File: src/rtl/hiscore_pkg.sv
// Shared types and widths for the hiscore work-RAM arbiter and its port mux.
package hiscore_pkg;

  // Arbiter FSM encoding; values are visible on the debug state output.
  typedef enum logic [2:0] {
    ST_IDLE    = 3'd0,
    ST_PAUSE   = 3'd1,
    ST_SETTLE  = 3'd2,
    ST_OWN     = 3'd3,
    ST_RELEASE = 3'd4
  } arb_state_t;

  localparam int HS_DATA_W   = 8;
  localparam int HS_WDOG_W   = 16;
  localparam int HS_SETTLE_W = 8;

endpackage

File: src/rtl/hs_port_mux.sv
// Combinational CPU/engine RAM port mux with a write-suppress input.
// The select is expected to come straight from registered state so the
// muxed address/data/we never glitch between owners.
module hs_port_mux
  import hiscore_pkg::*;
#(
  parameter int AW = 10
) (
  input  logic                 i_sel_eng,
  input  logic                 i_force_we_off,
  input  logic [AW-1:0]        i_cpu_addr,
  input  logic [HS_DATA_W-1:0] i_cpu_wdata,
  input  logic                 i_cpu_we,
  input  logic [AW-1:0]        i_eng_addr,
  input  logic [HS_DATA_W-1:0] i_eng_wdata,
  input  logic                 i_eng_we,
  output logic [AW-1:0]        o_addr,
  output logic [HS_DATA_W-1:0] o_wdata,
  output logic                 o_we
);

  // Pick the owner's address/data/we, then apply the write suppression last.
  always_comb begin
    o_addr  = i_cpu_addr;
    o_wdata = i_cpu_wdata;
    o_we    = i_cpu_we;
    if (i_sel_eng) begin
      o_addr  = i_eng_addr;
      o_wdata = i_eng_wdata;
      o_we    = i_eng_we;
    end
    if (i_force_we_off) begin
      o_we = 1'b0;
    end
  end

endmodule

File: src/rtl/hiscore_ram_arbiter.sv
// Shares the game work-RAM port between the CPU and the hiscore engine.
//
// Request/grant handshake: the engine holds hs_req high for as long as it
// wants the port. hs_grant rises only after the CPU has been paused, has
// reached a bus boundary (cpu_idle) and a settle window has elapsed; while
// hs_grant=1 the engine's address/data/we drive the RAM. Dropping hs_req
// (or the watchdog expiring) ends ownership: hs_grant falls, one
// write-suppressed RELEASE cycle follows, then the CPU is unpaused.
// After a watchdog release the engine is locked out until hs_req is seen low.
module hiscore_ram_arbiter
  import hiscore_pkg::*;
#(
  parameter int ADDRESSWIDTH  = 10,
  parameter int SETTLE_CYCLES = 4,
  parameter int MAX_HOLD      = 1023
) (
  input  logic                    clk,
  input  logic                    reset_n,
  input  logic [ADDRESSWIDTH-1:0] cpu_addr,
  input  logic [HS_DATA_W-1:0]    cpu_wdata,
  input  logic                    cpu_we,
  output logic [HS_DATA_W-1:0]    cpu_rdata,
  input  logic                    cpu_idle,
  input  logic                    hs_req,
  input  logic [ADDRESSWIDTH-1:0] hs_addr,
  input  logic [HS_DATA_W-1:0]    hs_wdata,
  input  logic                    hs_we,
  output logic                    hs_grant,
  output logic [HS_DATA_W-1:0]    hs_rdata,
  output logic [ADDRESSWIDTH-1:0] ram_addr,
  output logic [HS_DATA_W-1:0]    ram_wdata,
  output logic                    ram_we,
  input  logic [HS_DATA_W-1:0]    ram_rdata,
  output logic                    pause_cpu,
  output logic                    timeout,
  output logic [2:0]              dbg_state
);

  localparam logic [HS_SETTLE_W-1:0] SETTLE_LOAD = HS_SETTLE_W'(SETTLE_CYCLES - 1);
  localparam logic [HS_WDOG_W-1:0]   WDOG_LAST   = HS_WDOG_W'(MAX_HOLD - 1);

  arb_state_t             r_state;
  arb_state_t             w_state_nxt;
  logic                   r_pause_cpu;
  logic                   w_pause_nxt;
  logic                   r_hs_grant;
  logic                   w_grant_nxt;
  logic                   r_timeout;
  logic                   w_timeout_nxt;
  logic                   r_lockout;
  logic                   w_lockout_nxt;
  logic [HS_SETTLE_W-1:0] r_settle_cnt;
  logic [HS_SETTLE_W-1:0] w_settle_nxt;
  logic [HS_WDOG_W-1:0]   r_wdog_cnt;
  logic [HS_WDOG_W-1:0]   w_wdog_nxt;
  logic [HS_DATA_W-1:0]   r_hs_rdata;
  logic                   w_sel_eng;
  logic                   w_we_off;

  // State and registered control outputs; reset hands the port to the CPU at once.
  always_ff @(posedge clk or negedge reset_n) begin
    if (!reset_n) begin
      r_state      <= ST_IDLE;
      r_pause_cpu  <= 1'b0;
      r_hs_grant   <= 1'b0;
      r_timeout    <= 1'b0;
      r_lockout    <= 1'b0;
      r_settle_cnt <= '0;
      r_wdog_cnt   <= '0;
    end else begin
      r_state      <= w_state_nxt;
      r_pause_cpu  <= w_pause_nxt;
      r_hs_grant   <= w_grant_nxt;
      r_timeout    <= w_timeout_nxt;
      r_lockout    <= w_lockout_nxt;
      r_settle_cnt <= w_settle_nxt;
      r_wdog_cnt   <= w_wdog_nxt;
    end
  end

  // Engine read data is captured only while the engine owns the port.
  always_ff @(posedge clk or negedge reset_n) begin
    if (!reset_n) begin
      r_hs_rdata <= '0;
    end else if (r_state == ST_OWN) begin
      r_hs_rdata <= ram_rdata;
    end
  end

  // Next-state and next-output decode. A request drop always beats any other
  // event in the same cycle, so a drop at watchdog expiry is a normal release.
  always_comb begin
    w_state_nxt   = r_state;
    w_pause_nxt   = r_pause_cpu;
    w_grant_nxt   = 1'b0;
    w_timeout_nxt = 1'b0;
    w_lockout_nxt = r_lockout & hs_req;
    w_settle_nxt  = r_settle_cnt;
    w_wdog_nxt    = '0;
    case (r_state)
      ST_IDLE: begin
        w_pause_nxt = 1'b0;
        if (hs_req && !r_lockout) begin
          w_state_nxt = ST_PAUSE;
          w_pause_nxt = 1'b1;
        end
      end
      ST_PAUSE: begin
        if (!hs_req) begin
          w_state_nxt = ST_RELEASE;
        end else if (cpu_idle) begin
          w_state_nxt  = ST_SETTLE;
          w_settle_nxt = SETTLE_LOAD;
        end
      end
      ST_SETTLE: begin
        if (!hs_req) begin
          w_state_nxt = ST_RELEASE;
        end else if (r_settle_cnt == '0) begin
          w_state_nxt = ST_OWN;
          w_grant_nxt = 1'b1;
        end else begin
          w_settle_nxt = r_settle_cnt - 1'b1;
        end
      end
      ST_OWN: begin
        if (!hs_req) begin
          w_state_nxt = ST_RELEASE;
        end else if (r_wdog_cnt == WDOG_LAST) begin
          w_state_nxt   = ST_RELEASE;
          w_timeout_nxt = 1'b1;
          w_lockout_nxt = 1'b1;
        end else begin
          w_grant_nxt = 1'b1;
          w_wdog_nxt  = r_wdog_cnt + 1'b1;
        end
      end
      ST_RELEASE: begin
        w_state_nxt = ST_IDLE;
        w_pause_nxt = 1'b0;
      end
      default: begin
        w_state_nxt = ST_IDLE;
        w_pause_nxt = 1'b0;
      end
    endcase
  end

  // Mux controls come from the state register only, never from inputs.
  always_comb begin
    w_sel_eng = (r_state == ST_OWN);
    w_we_off  = (r_state == ST_SETTLE) || (r_state == ST_RELEASE);
  end

  hs_port_mux #(
    .AW(ADDRESSWIDTH)
  ) u_mux (
    .i_sel_eng      (w_sel_eng),
    .i_force_we_off (w_we_off),
    .i_cpu_addr     (cpu_addr),
    .i_cpu_wdata    (cpu_wdata),
    .i_cpu_we       (cpu_we),
    .i_eng_addr     (hs_addr),
    .i_eng_wdata    (hs_wdata),
    .i_eng_we       (hs_we),
    .o_addr         (ram_addr),
    .o_wdata        (ram_wdata),
    .o_we           (ram_we)
  );

  assign cpu_rdata = ram_rdata;
  assign hs_grant  = r_hs_grant;
  assign hs_rdata  = r_hs_rdata;
  assign pause_cpu = r_pause_cpu;
  assign timeout   = r_timeout;
  assign dbg_state = r_state;

endmodule

File: config.mk
export PLATFORM = sky130hd
export DESIGN_NAME = hiscore_ram_arbiter
export DESIGN_NICKNAME = d
export VERILOG_FILES = /design/src/rtl/hiscore_pkg.sv /design/src/rtl/hs_port_mux.sv /design/src/rtl/hiscore_ram_arbiter.sv
export SDC_FILE = /design/constraint.sdc
export NUM_CORES = 1
export LEC_CHECK = 0
export ABC_AREA = 0
export CAP_MARGIN = 20
export CELL_PAD_IN_SITES_DETAIL_PLACEMENT = 1
export CELL_PAD_IN_SITES_GLOBAL_PLACEMENT = 1
export CORE_MARGIN = 2
export CORE_UTILIZATION = 33
export CTS_CLUSTER_SIZE = 20
export DETAILED_ROUTE_END_ITERATION = 16
export PLACE_DENSITY = 0.92
export SLEW_MARGIN = 20
export SYNTH_ARGS = -nofsm -noshare
export SYNTH_HDL_FRONTEND = slang
export SYNTH_SLANG_ARGS = --single-unit
export TNS_END_PERCENT = 10
File: constraint.sdc
create_clock -name clk -period 3.6 [get_ports clk]
set_clock_uncertainty 0.2 [all_clocks]
set_input_delay 0.72 -clock clk [delete_from_list [all_inputs] [get_ports clk]]
set_output_delay 0.72 -clock clk [all_outputs]
set_load 0.01 [all_outputs]
## Word-level counts from Yosys, hierarchy flattened

Cells that the tools add are included.

| storage, ports and cells | value |
|---|---|
| register bits | 39 |
| input bits | 50 |
| word-level logic and storage cells | 66 |

| operators by class | value |
|---|---|
| add/subtract/negate cells | 2 |
| equal/unequal tests | 13 |
| muxes and demuxes | 33 |
| bitwise logic cells | 1 |
| reductions and logical operators | 9 |

Operators with widths:

| cell | count |
|---|---|
| $mux 16 | 3 |
| $mux 8 | 5 |
| $mux 3 | 7 |
| $add 16x1->16 const B | 1 |
| $eq 16x10->1 const B | 1 |
| $pmux 8 s2 | 1 |
| $mux 1 | 13 |
| $pmux 3 s4 | 1 |
| $mux 10 | 1 |
| $ne 2x2->1 const B | 5 |
| $ne 3x3->1 const B | 3 |
| $logic_not 8->1 | 1 |
| $sub 8x1->8 const B | 1 |
| $eq 3x2->1 const B | 2 |
| $reduce_and 5->1 | 1 |
| $pmux 1 s2 | 2 |
| $reduce_and 4->1 | 1 |
| $eq 3x1->1 const B | 1 |
| $eq 3x3->1 const B | 1 |
| $logic_not 3->1 | 1 |
| $reduce_or 3->1 | 1 |
| $reduce_bool 2->1 | 1 |
| $and 1x1->1 | 1 |
| $logic_and 1x1->1 | 1 |
| other kinds (2) | 2 |

## Depth between registers and ports, before layout

Gate-level depths: netlist (run 1).

| logic depth | value |
|---|---|
| word-level depth | 4 |
| gate-level depth with buffers | 7 |
| gate-level depth less buffers | 6 |

## By module

A second synthesis (run 1) with hierarchy kept.

| second synthesis, totals | value |
|---|---|
| cells, all modules | 237 |
| area, all modules | 2,337.2 um2 |

Modules (own cells, without submodules):

| module | times used | cells an instance | area each (um2) | sequential area each (um2) |
|---|---|---|---|---|
| hiscore_ram_arbiter | 1 | 215 | 2,055.7 | 975.9 |
| hs_port_mux | 1 | 22 | 281.5 | 0.0 |

## Worst setup path after synthesis (run 1)

Ideal clock, no wire load.

| timing | value |
|---|---|
| path type | reg-to-output |
| from | register r_state[1] (netlist: dbg_state[1]) |
| to | output port ram_addr[0] |
| data arrival time | 1,561 ps |
| slack | 1,119 ps |
| stages on the path, launching flop included | 7 |
| cells stage by stage | dfrtp_1 clkbuf_1 and3b_1 buf_2 buf_1 nand2_1 nand2_1 |

| on the way | value |
|---|---|
| cells in the longest elaborated chain, start to end | 2 |

RTL lines:

| item | RTL line | source |
|---|---|---|
| start: declaration | hiscore_ram_arbiter.sv:42 | `arb_state_t r_state;` |
| start signal: assignment | hiscore_ram_arbiter.sv:71 | `r_state <= w_state_nxt;` |
| $eq 3x2->1 | hiscore_ram_arbiter.sv:151 | `w_sel_eng = (r_state == ST_OWN);` |
| $mux 10 | hs_port_mux.sv:27 | `if (i_sel_eng) begin` |
| end: declaration | hiscore_ram_arbiter.sv:30 | `output logic [ADDRESSWIDTH-1:0] ram_addr,` |

No other way between the ends.

## Worst setup path after layout (run 1)

| timing | value |
|---|---|
| from | register r_state[0] (netlist: dbg_state[0]) |
| to | output port ram_we |

| on the way | value |
|---|---|
| cells in the longest elaborated chain, start to end | 3 |
| elaborated cells between the ends (all ways) | 6 |
| those cells by class | eq/ne (3); mux (2); reduce/logical (1) |

RTL lines:

| item | RTL line | source |
|---|---|---|
| $eq 3x2->1, or another cell as far along | hiscore_ram_arbiter.sv:151 |  |
| $mux 1 / $logic_or 1x1->1 (equally long branches) | hs_port_mux.sv:27, hiscore_ram_arbiter.sv:152 |  |
| $mux 1 (*) | hs_port_mux.sv:32 | `if (i_force_we_off) begin` |
| end: declaration | hiscore_ram_arbiter.sv:32 | `output logic ram_we,` |

Mark *: on every way between the ends. The rest lies on a longest branch, timed or not.

==> Flow_metrics.wiki, run 1 <==
{| class="wikitable"
! Metric !! Value
|-
| Library cell used as clock root buffer || sky130_fd_sc_hd__clkbuf_8
|-
| Overflow left after global routing || 0
|-
| Number of non-filler instances in the completed layout || 431
|-
| Cell types occupying the most area after synthesis || sky130_fd_sc_hd__dfrtp_1, sky130_fd_sc_hd__nand2_1, sky130_fd_sc_hd__nor2_1
|-
| Switching part of the total power || 34.1%
|-
| Placed cell count || 423
|-
| Worst Path Max Fanout || 29
|-
| Wire length on met3 || 431 um
|-
| Combinational share of power || 38.6%
|-
| Max capacitance violation total || 0
|-
| Flop and latch count out of synthesis || 39
|-
| Share of the cycle needed by the critical path after routing || 86.9%
|-
| Antenna violation net count after detailed routing || 0
|-
| Number of global-route vias before repair || 2207
|-
| Area of the die || 0.00753 mm^2
|-
| Max-slew violations || 0
|-
| Number of hold violations in the final report || 0
|-
| Combined global-route utilization of all metal layers || 17.9%
|-
| Highest attainable clock frequency || 0.320 GHz
|-
| Critical Path Sink Type || primary output
|-
| Clk sinks || 39
|-
| Cell type contributing the most total cell area after synthesis || sky130_fd_sc_hd__dfrtp_1
|-
| Clk Latency, worst-skew pair || 0.29 ns
|-
| VDD IR-drop max || 156 uV
|-
| Share of total power in the clock network || 22.7%
|-
| Fraction of layout instances using a drive strength above 1 || 5.13%
|-
| Async set-reset flop share out of synthesis || 100%
|-
| CP Data Arrival Time || 2.21 ns
|-
| Sw power || 0.571 mW
|-
| Via-to-Cell Ratio || 5.11
|-
| # nets final || 404
|-
| Tightest hold margin || 0.282 ns
|-
| Number of standard cells after synthesis || 270
|-
| Yosys warns || 0
|-
| Detailed Routing Iterations Pass 1 || 4
|-
| Sequential share of power || 38.7%
|-
| Number of violations reported at the end of detailed-routing iteration 0 || 131
|-
| H-tree levels || 2
|-
| Maximum number of pins on one net before global-route repair || 40
|-
| Routed Wire Length || 6770 um
|-
| EDFF count, synth || 0
|-
| Most common flop cell mapped by yosys || sky130_fd_sc_hd__dfrtp_1
|-
| Number of distinct standard cells referenced by the synthesized netlist || 47
|-
| Core occupancy in the finished layout || 48.8%
|-
| Slew of the pin with the lowest slew margin || 0.883 ns
|-
| Cts-stage hold buffer count || 0
|-
| Sum of net half-perimeters after detailed placement || 5000 um
|-
| Number of setup violations in the final report || 0
|-
| Total routed wire length on the met1 layer || 2870 um
|-
| Largest stage delay on the critical path || 0.60 ns
|-
| Placeable core region || 0.00672 mm^2
|-
| Number of nets produced by synthesis || 324
|-
| Initial antenna violation count || 0
|-
| Cell family with most CP delay || buffers and inverters
|-
| Pwr per Cell Area || 511 mW/mm^2
|-
| Mean cell area of the mapped netlist || 8.38 um^2
|-
| Hold worst-path end || hs_rdata[4]
|-
| Reg-to-Reg Start || r_settle_cnt[0]
|-
| Netlist area before placement || 0.00226 mm^2
|-
| Post-synthesis sequential area ratio || 43.1%
|-
| RSZ-0062 raised after global routing || no
|-
| Width of the chip || 86.8 um
|-
| Worst Path Required || 2.68 ns
|-
| ANT cells || 0
|-
| Leakage || 1.41 nW
|-
| Initial core utilization || 33.7%
|-
| Die extent in y || 86.8 um
|-
| CTS tree || built
|-
| Number of top-level pins || 91
|-
| Top routing layer in use || met4
|-
| Number of cells on the worst reg-to-reg path || 6
|-
| Remaining design rule violation count || 0
|-
| Final critical delay including setup and external delays || 3.13 ns
|-
| Fraction of post-synthesis cell area in the top cell type by area || 43.1%
|-
| RD Place Congestion || 0.796
|-
| CTS Buffer Depth || 2
|-
| Post_cts resized || 0
|-
| Standard-cell rows || 30
|-
| Critical hold path startpoint || hs_rdata[4]
|-
| Status || finished, final reports clean
|-
| Reg-to-reg slack, setup || 1.24 ns
|-
| Startpoint types || register
|-
| Via Count || 2203
|-
| Cts bufs inserted || 5
|-
| Setup Total Neg Slack || 0 ns
|-
| Destination of the worst register-to-register timing path || r_settle_cnt[2]
|-
| WHS Path Cells || 2
|-
| Setup bufs post-CTS || 0
|-
| Post-DR wirelength/cell || 15.7 um
|-
| Cell-by-cell listing of the critical path || and3b_1, buf_4, a22o_1, clkdlybuf4s50_1
|-
| Tightest Hold Check Type || register to register
|-
| Clock-pin transition on the worst setup and hold timing paths || 0.08 ns
|-
| Relative slew slack || 41.1%
|-
| WS Path Type || register to primary output
|-
| Layout Area Growth over Synthesis || 44.8%
|-
| Met2 wire length || 3410 um
|-
| Global-route wire length before repair || 10800 um
|-
| Internal power || 1.10 mW
|-
| CP Buf/Inv Count || 2
|-
| Total of buffers placed on input and output ports || 90
|-
| Critical Path Slowest Stage Cell || sky130_fd_sc_hd__dfrtp_1
|}
==> cell usage in the layout, fill, tap and decap left out, types with 3 or more instances in the layout <==
master / count
sky130_fd_sc_hd__clkbuf_8: 6
sky130_fd_sc_hd__nand3_1: 9
sky130_fd_sc_hd__nor4_1: 6
sky130_fd_sc_hd__xnor2_1: 6
sky130_fd_sc_hd__xor2_1: 8
sky130_fd_sc_hd__a21oi_1: 4
sky130_fd_sc_hd__nor2_1: 23
sky130_fd_sc_hd__o31a_1: 3
sky130_fd_sc_hd__nand2_1: 89
sky130_fd_sc_hd__nand4_1: 8
sky130_fd_sc_hd__nand2b_1: 3
sky130_fd_sc_hd__clkdlybuf4s50_1: 89
sky130_fd_sc_hd__o21a_1: 3
sky130_fd_sc_hd__dfrtp_1: 39
sky130_fd_sc_hd__ha_1: 4
sky130_fd_sc_hd__o21ai_0: 6
sky130_fd_sc_hd__inv_1: 4
sky130_fd_sc_hd__nand3b_1: 4
==> stage by stage <==
stage / worst slack (ns) / power [mW] / cell area [um^2]
final: 0.473 / 1.67 / 3280
after global routing: 0.336 / 1.78 / 3280
after CTS: 0.468 / 1.69 / 3280
after detailed placement: 0.779 / 1.30 / 3160
after global placement: 0.821 / 1.26 / 3160
after floorplan: 1.12 / 0.952 / 2260
==> sequential cells by signal, summed over array words and instances (netlist names) <==
name / flops
dbg_state: 3
hs_grant: 1
r_lockout: 1
r_wdog_cnt: 16
hs_rdata: 8
pause_cpu: 1
r_settle_cnt: 8
timeout: 1
==> logic make-up (layout without fill, tap and decap cells) <==
| family | count (synthesis) | after routing | share of synthesized area [%] |
|---|---|---|---|
| AO/OA/AOI/OAI | 26 | 26 | 7.80 |
| XOR/XNOR | 14 | 14 | 5.42 |
| buffers and inverters | 23 | 104 | 5.75 |
| multiplexers | 1 | 1 | 0.442 |
| flip-flops | 39 | 39 | 43.1 |
| AND/OR/NAND/NOR | 163 | 163 | 35.2 |
| adder cells (fa/ha/maj) | 4 | 4 | 2.21 |
==> area by class of cell <==
type / instances / area, um^2
clock inverter: 2 / 35.0
sequential: 39 / 976
tap: 80 / 100
fill: 796 / 3440
clock buffer: 6 / 82.6
inverter: 4 / 15.0
multi-input combinational: 208 / 1160
timing repair buffer: 92 / 911
==> metal layers <==
metal	GRT usage, %	vias up
li1	-	1063
met1	21.4	1056
met2	32.4	76
met3	4.57	8
met4	3.84	0
met5	0	-
==> power groups by stage <==
stage / clock network, mW / registers, mW / logic [mW]
after global placement: 0 / 0.642 / 0.620
after CTS: 0.385 / 0.646 / 0.657
final: 0.380 / 0.648 / 0.647
after detailed placement: 0 / 0.651 / 0.651
after global routing: 0.409 / 0.666 / 0.709
after floorplan: 0 / 0.647 / 0.305
==> synthesized netlist by cell type (all sizes together) (5+ instances only) <==
library cell and n:
buf 14, clkbuf 5, dfrtp 39, nand2 89
nand3 10, nand4 8, nor2 23, nor4 6
o21ai 6, xnor2 6, xor2 8
==> worst max-delay path by stage <==
stage / depth (start not counted) / start / endpoint / slack (ns)
2_1_floorplan: 6 / dbg_state[1] / ram_addr[0] / 1.12
3_3_place_gp: 4 / cpu_wdata[2] / ram_wdata[2] / 0.82
3_5_place_dp: 5 / hs_req / r_settle_cnt[6] / 0.78
4_1_cts: 4 / dbg_state[0] / ram_we / 0.47
5_1_grt: 4 / dbg_state[0] / ram_we / 0.34
6_report: 4 / dbg_state[0] / ram_we / 0.47
==> worst reg2reg max path: stages (launching register included) <==
cell                      delay, ns
sky130_fd_sc_hd__dfrtp_1       0.41
sky130_fd_sc_hd__inv_1         0.13
sky130_fd_sc_hd__ha_1          0.17
sky130_fd_sc_hd__nor4b_1       0.52
sky130_fd_sc_hd__nand3_1       0.32
sky130_fd_sc_hd__a31o_2        0.34
sky130_fd_sc_hd__and3_1        0.17
No activity file was read; power rests on OpenSTA's default activity.
==> run 2: changes to the inputs <==
Settings changed: REMOVE_ABC_BUFFERS from default to 1.
==> run 2 against run 1 <==
  * Highest routed layer unchanged
  * Critical path depth did not move
  * First-iteration DRC count down 50%
  * Largest cell class unchanged
  * Sequential power is essentially flat
  * Clock-buffer cell count grew 1
  * Register-to-register slack improved by 0.02 ns
  * Via count is 1.0% higher
  * Sequential share of layout area is 0.19 points higher
  * Worst hold slack better by 0.0033 ns
==> Flow_metrics.wiki, run 2 (synthesis results as in run 1) <==
{| class="wikitable"
! Metric !! Value
|-
| Status || finished, final reports clean
|-
| Cts-stage hold buffer count || 0
|-
| WHS Path Cells || 2
|-
| Critical hold path startpoint || hs_rdata[2]
|-
| Initial antenna violation count || 0
|-
| Width of the chip || 86.8 um
|-
| RSZ-0062 raised after global routing || no
|-
| Post-DR wirelength/cell || 15.8 um
|-
| Relative slew slack || 42.2%
|-
| CP Buf/Inv Count || 1
|-
| Antenna violation net count after detailed routing || 0
|-
| Placement Setup Slack || 0.653 ns
|-
| Standard-cell rows || 30
|-
| Die extent in y || 86.8 um
|-
| Total of buffers placed on input and output ports || 90
|-
| Worst Path Required || 2.68 ns
|-
| Startpoint types || register
|-
| Library cell used as clock root buffer || sky130_fd_sc_hd__clkbuf_8
|-
| Slew of the pin with the lowest slew margin || 0.867 ns
|-
| Clk sinks || 39
|-
| Register with the highest flop count || r_wdog_cnt
|-
| Cell family with most CP delay || simple AND/OR/NAND/NOR gates
|-
| Multi-input gate area || 0.00116 mm^2
|-
| Cell-by-cell listing of the critical path || nand3b_1, nand2_1, nand2_1, clkdlybuf4s50_1
|-
| Number of global-route vias before repair || 2193
|-
| Placeable core region || 0.00672 mm^2
|-
| Flip-flop count of the largest register, all copies and words added || 16
|-
| Max-slew violations || 0
|-
| Combined global-route utilization of all metal layers || 17.9%
|-
| Area of the die || 0.00753 mm^2
|-
| Pwr per Cell Area || 478 mW/mm^2
|-
| Critical Path Sink Type || primary output
|-
| Tightest Hold Check Type || register to register
|-
| Routed Wire Length || 6840 um
|-
| Hold worst-path end || hs_rdata[2]
|-
| Sum of net half-perimeters after detailed placement || 5310 um
|-
| Cts bufs inserted || 5
|-
| Max capacitance violation total || 0
|-
| Destination of the worst register-to-register timing path || r_settle_cnt[2]
|-
| Reg-to-Reg Start || r_settle_cnt[0]
|-
| CP Data Arrival Time || 2.29 ns
|-
| Number of setup violations in the final report || 0
|-
| Register area || 976 um^2
|-
| Most frequent cells in the layout || sky130_fd_sc_hd__nand2_1, sky130_fd_sc_hd__clkdlybuf4s50_1, sky130_fd_sc_hd__dfrtp_1, sky130_fd_sc_hd__nor2_1, sky130_fd_sc_hd__nand3_1
|-
| Number of violations reported at the end of detailed-routing iteration 0 || 66
|-
| Clk Latency, worst-skew pair || 0.29 ns
|-
| Post_cts resized || 0
|-
| Final critical delay including setup and external delays || 3.21 ns
|-
| Number of hold violations in the final report || 0
|-
| Number of cells on the worst reg-to-reg path || 6
|-
| Fill count || 795
|-
| Reg-to-reg slack, setup || 1.26 ns
|-
| Setup bufs post-CTS || 0
|-
| Via-to-Cell Ratio || 5.14
|-
| Remaining design rule violation count || 0
|-
| CTS Buffer Depth || 2
|-
| Critical Path Slowest Stage Cell || sky130_fd_sc_hd__nand3b_1
|-
| # nets final || 406
|-
| Most Frequent Cell on Critical Path || sky130_fd_sc_hd__nand2_1
|-
| CTS tree || built
|-
| Beginning of the critical path || dbg_state[0]
|-
| Total Power || 1.56 mW
|-
| Clock-pin transition on the worst setup and hold timing paths || 0.07 ns
|-
| Via Count || 2226
|-
| Initial core utilization || 33.7%
|-
| Largest stage delay on the critical path || 0.62 ns
|-
| VDD IR-drop max || 128 uV
|-
| Maximum number of pins on one net before global-route repair || 40
|-
| Detailed Routing Iterations Pass 1 || 4
|-
| ANT cells || 0
|-
| WS Path Type || register to primary output
|-
| Leakage || 1.41 nW
|-
| Global-route wire length before repair || 10600 um
|-
| RD Place Congestion || 0.765
|-
| Worst Path Max Fanout || 21
|-
| H-tree levels || 2
|-
| PnR worst setup slack || 0.391 ns
|-
| Fraction of layout instances using a drive strength above 1 || 5.10%
|-
| Setup Total Neg Slack || 0 ns
|-
| Highest attainable clock frequency || 0.312 GHz
|-
| Number of top-level pins || 91
|-
| Overflow left after global routing || 0
|-
| Core occupancy in the finished layout || 48.4%
|-
| Layout Area Growth over Synthesis || 43.9%
|-
| Share of the cycle needed by the critical path after routing || 89.2%
|}
run 2: cell count changes in the layout (fill, tap and decap cells not counted):
cell / before / now
sky130_fd_sc_hd__bufinv_16: 1 / 0
sky130_fd_sc_hd__buf_4: 2 / 4
sky130_fd_sc_hd__clkbuf_1: 0 / 2
sky130_fd_sc_hd__clkbuf_8: 6 / 5
run 2: metrics by stage:
stage	cell area [um^2]	hold slack, ns	std cells
final	3250	0.285	433
after global routing	3250	0.326	433
after detailed placement	3170	0.270	425
after global placement	3170	0.257	425
after CTS	3250	0.289	433
after floorplan	2150	0.224	251
run 2: metal layers:
metal / GRT usage (%) / share of wire (%) / vias up
met5: 0 / 0 / -
met4: 5.11 / 1.1 / 0
met3: 4.38 / 6.7 / 4
met2: 33.7 / 52 / 80
met1: 19.6 / 40 / 1077
li1: - / - / 1065
run 2: layout make-up:
class	count	share of cell area [%]
Clock buffer	7	2.35
Multi-Input combinational cell	208	35.5
Clock inverter	1	0.154
Sequential cell	39	30.0
Timing Repair Buffer	94	28.5
Tap cell	80	3.08
Inverter	4	0.461
run 2: how the worst max path moves through the flow:
stage | to | cells after the start
5_1_grt | ram_wdata[2] | 4
6_report | ram_wdata[6] | 4
2_1_floorplan | ram_we | 2
4_1_cts | ram_wdata[6] | 4
3_5_place_dp | ram_wdata[6] | 4
3_3_place_gp | ram_wdata[6] | 4
run 2: report_power, final:
group	internal (mW)	total, mW	switching (mW)
logic	0.344	0.635	0.291
registers	0.538	0.645	0.106
clock network	0.136	0.277	0.141
total	1.02	1.56	0.538
run 2: worst register-to-register path: cells and delay by family (launching register included):
family / cells / cell delay (ns)
buffers and inverters: 1 / 0.12
adder cells (fa/ha/maj): 1 / 0.16
AND/OR/NAND/NOR: 3 / 1.03
AO/OA/AOI/OAI: 1 / 0.33
flip-flops: 1 / 0.41
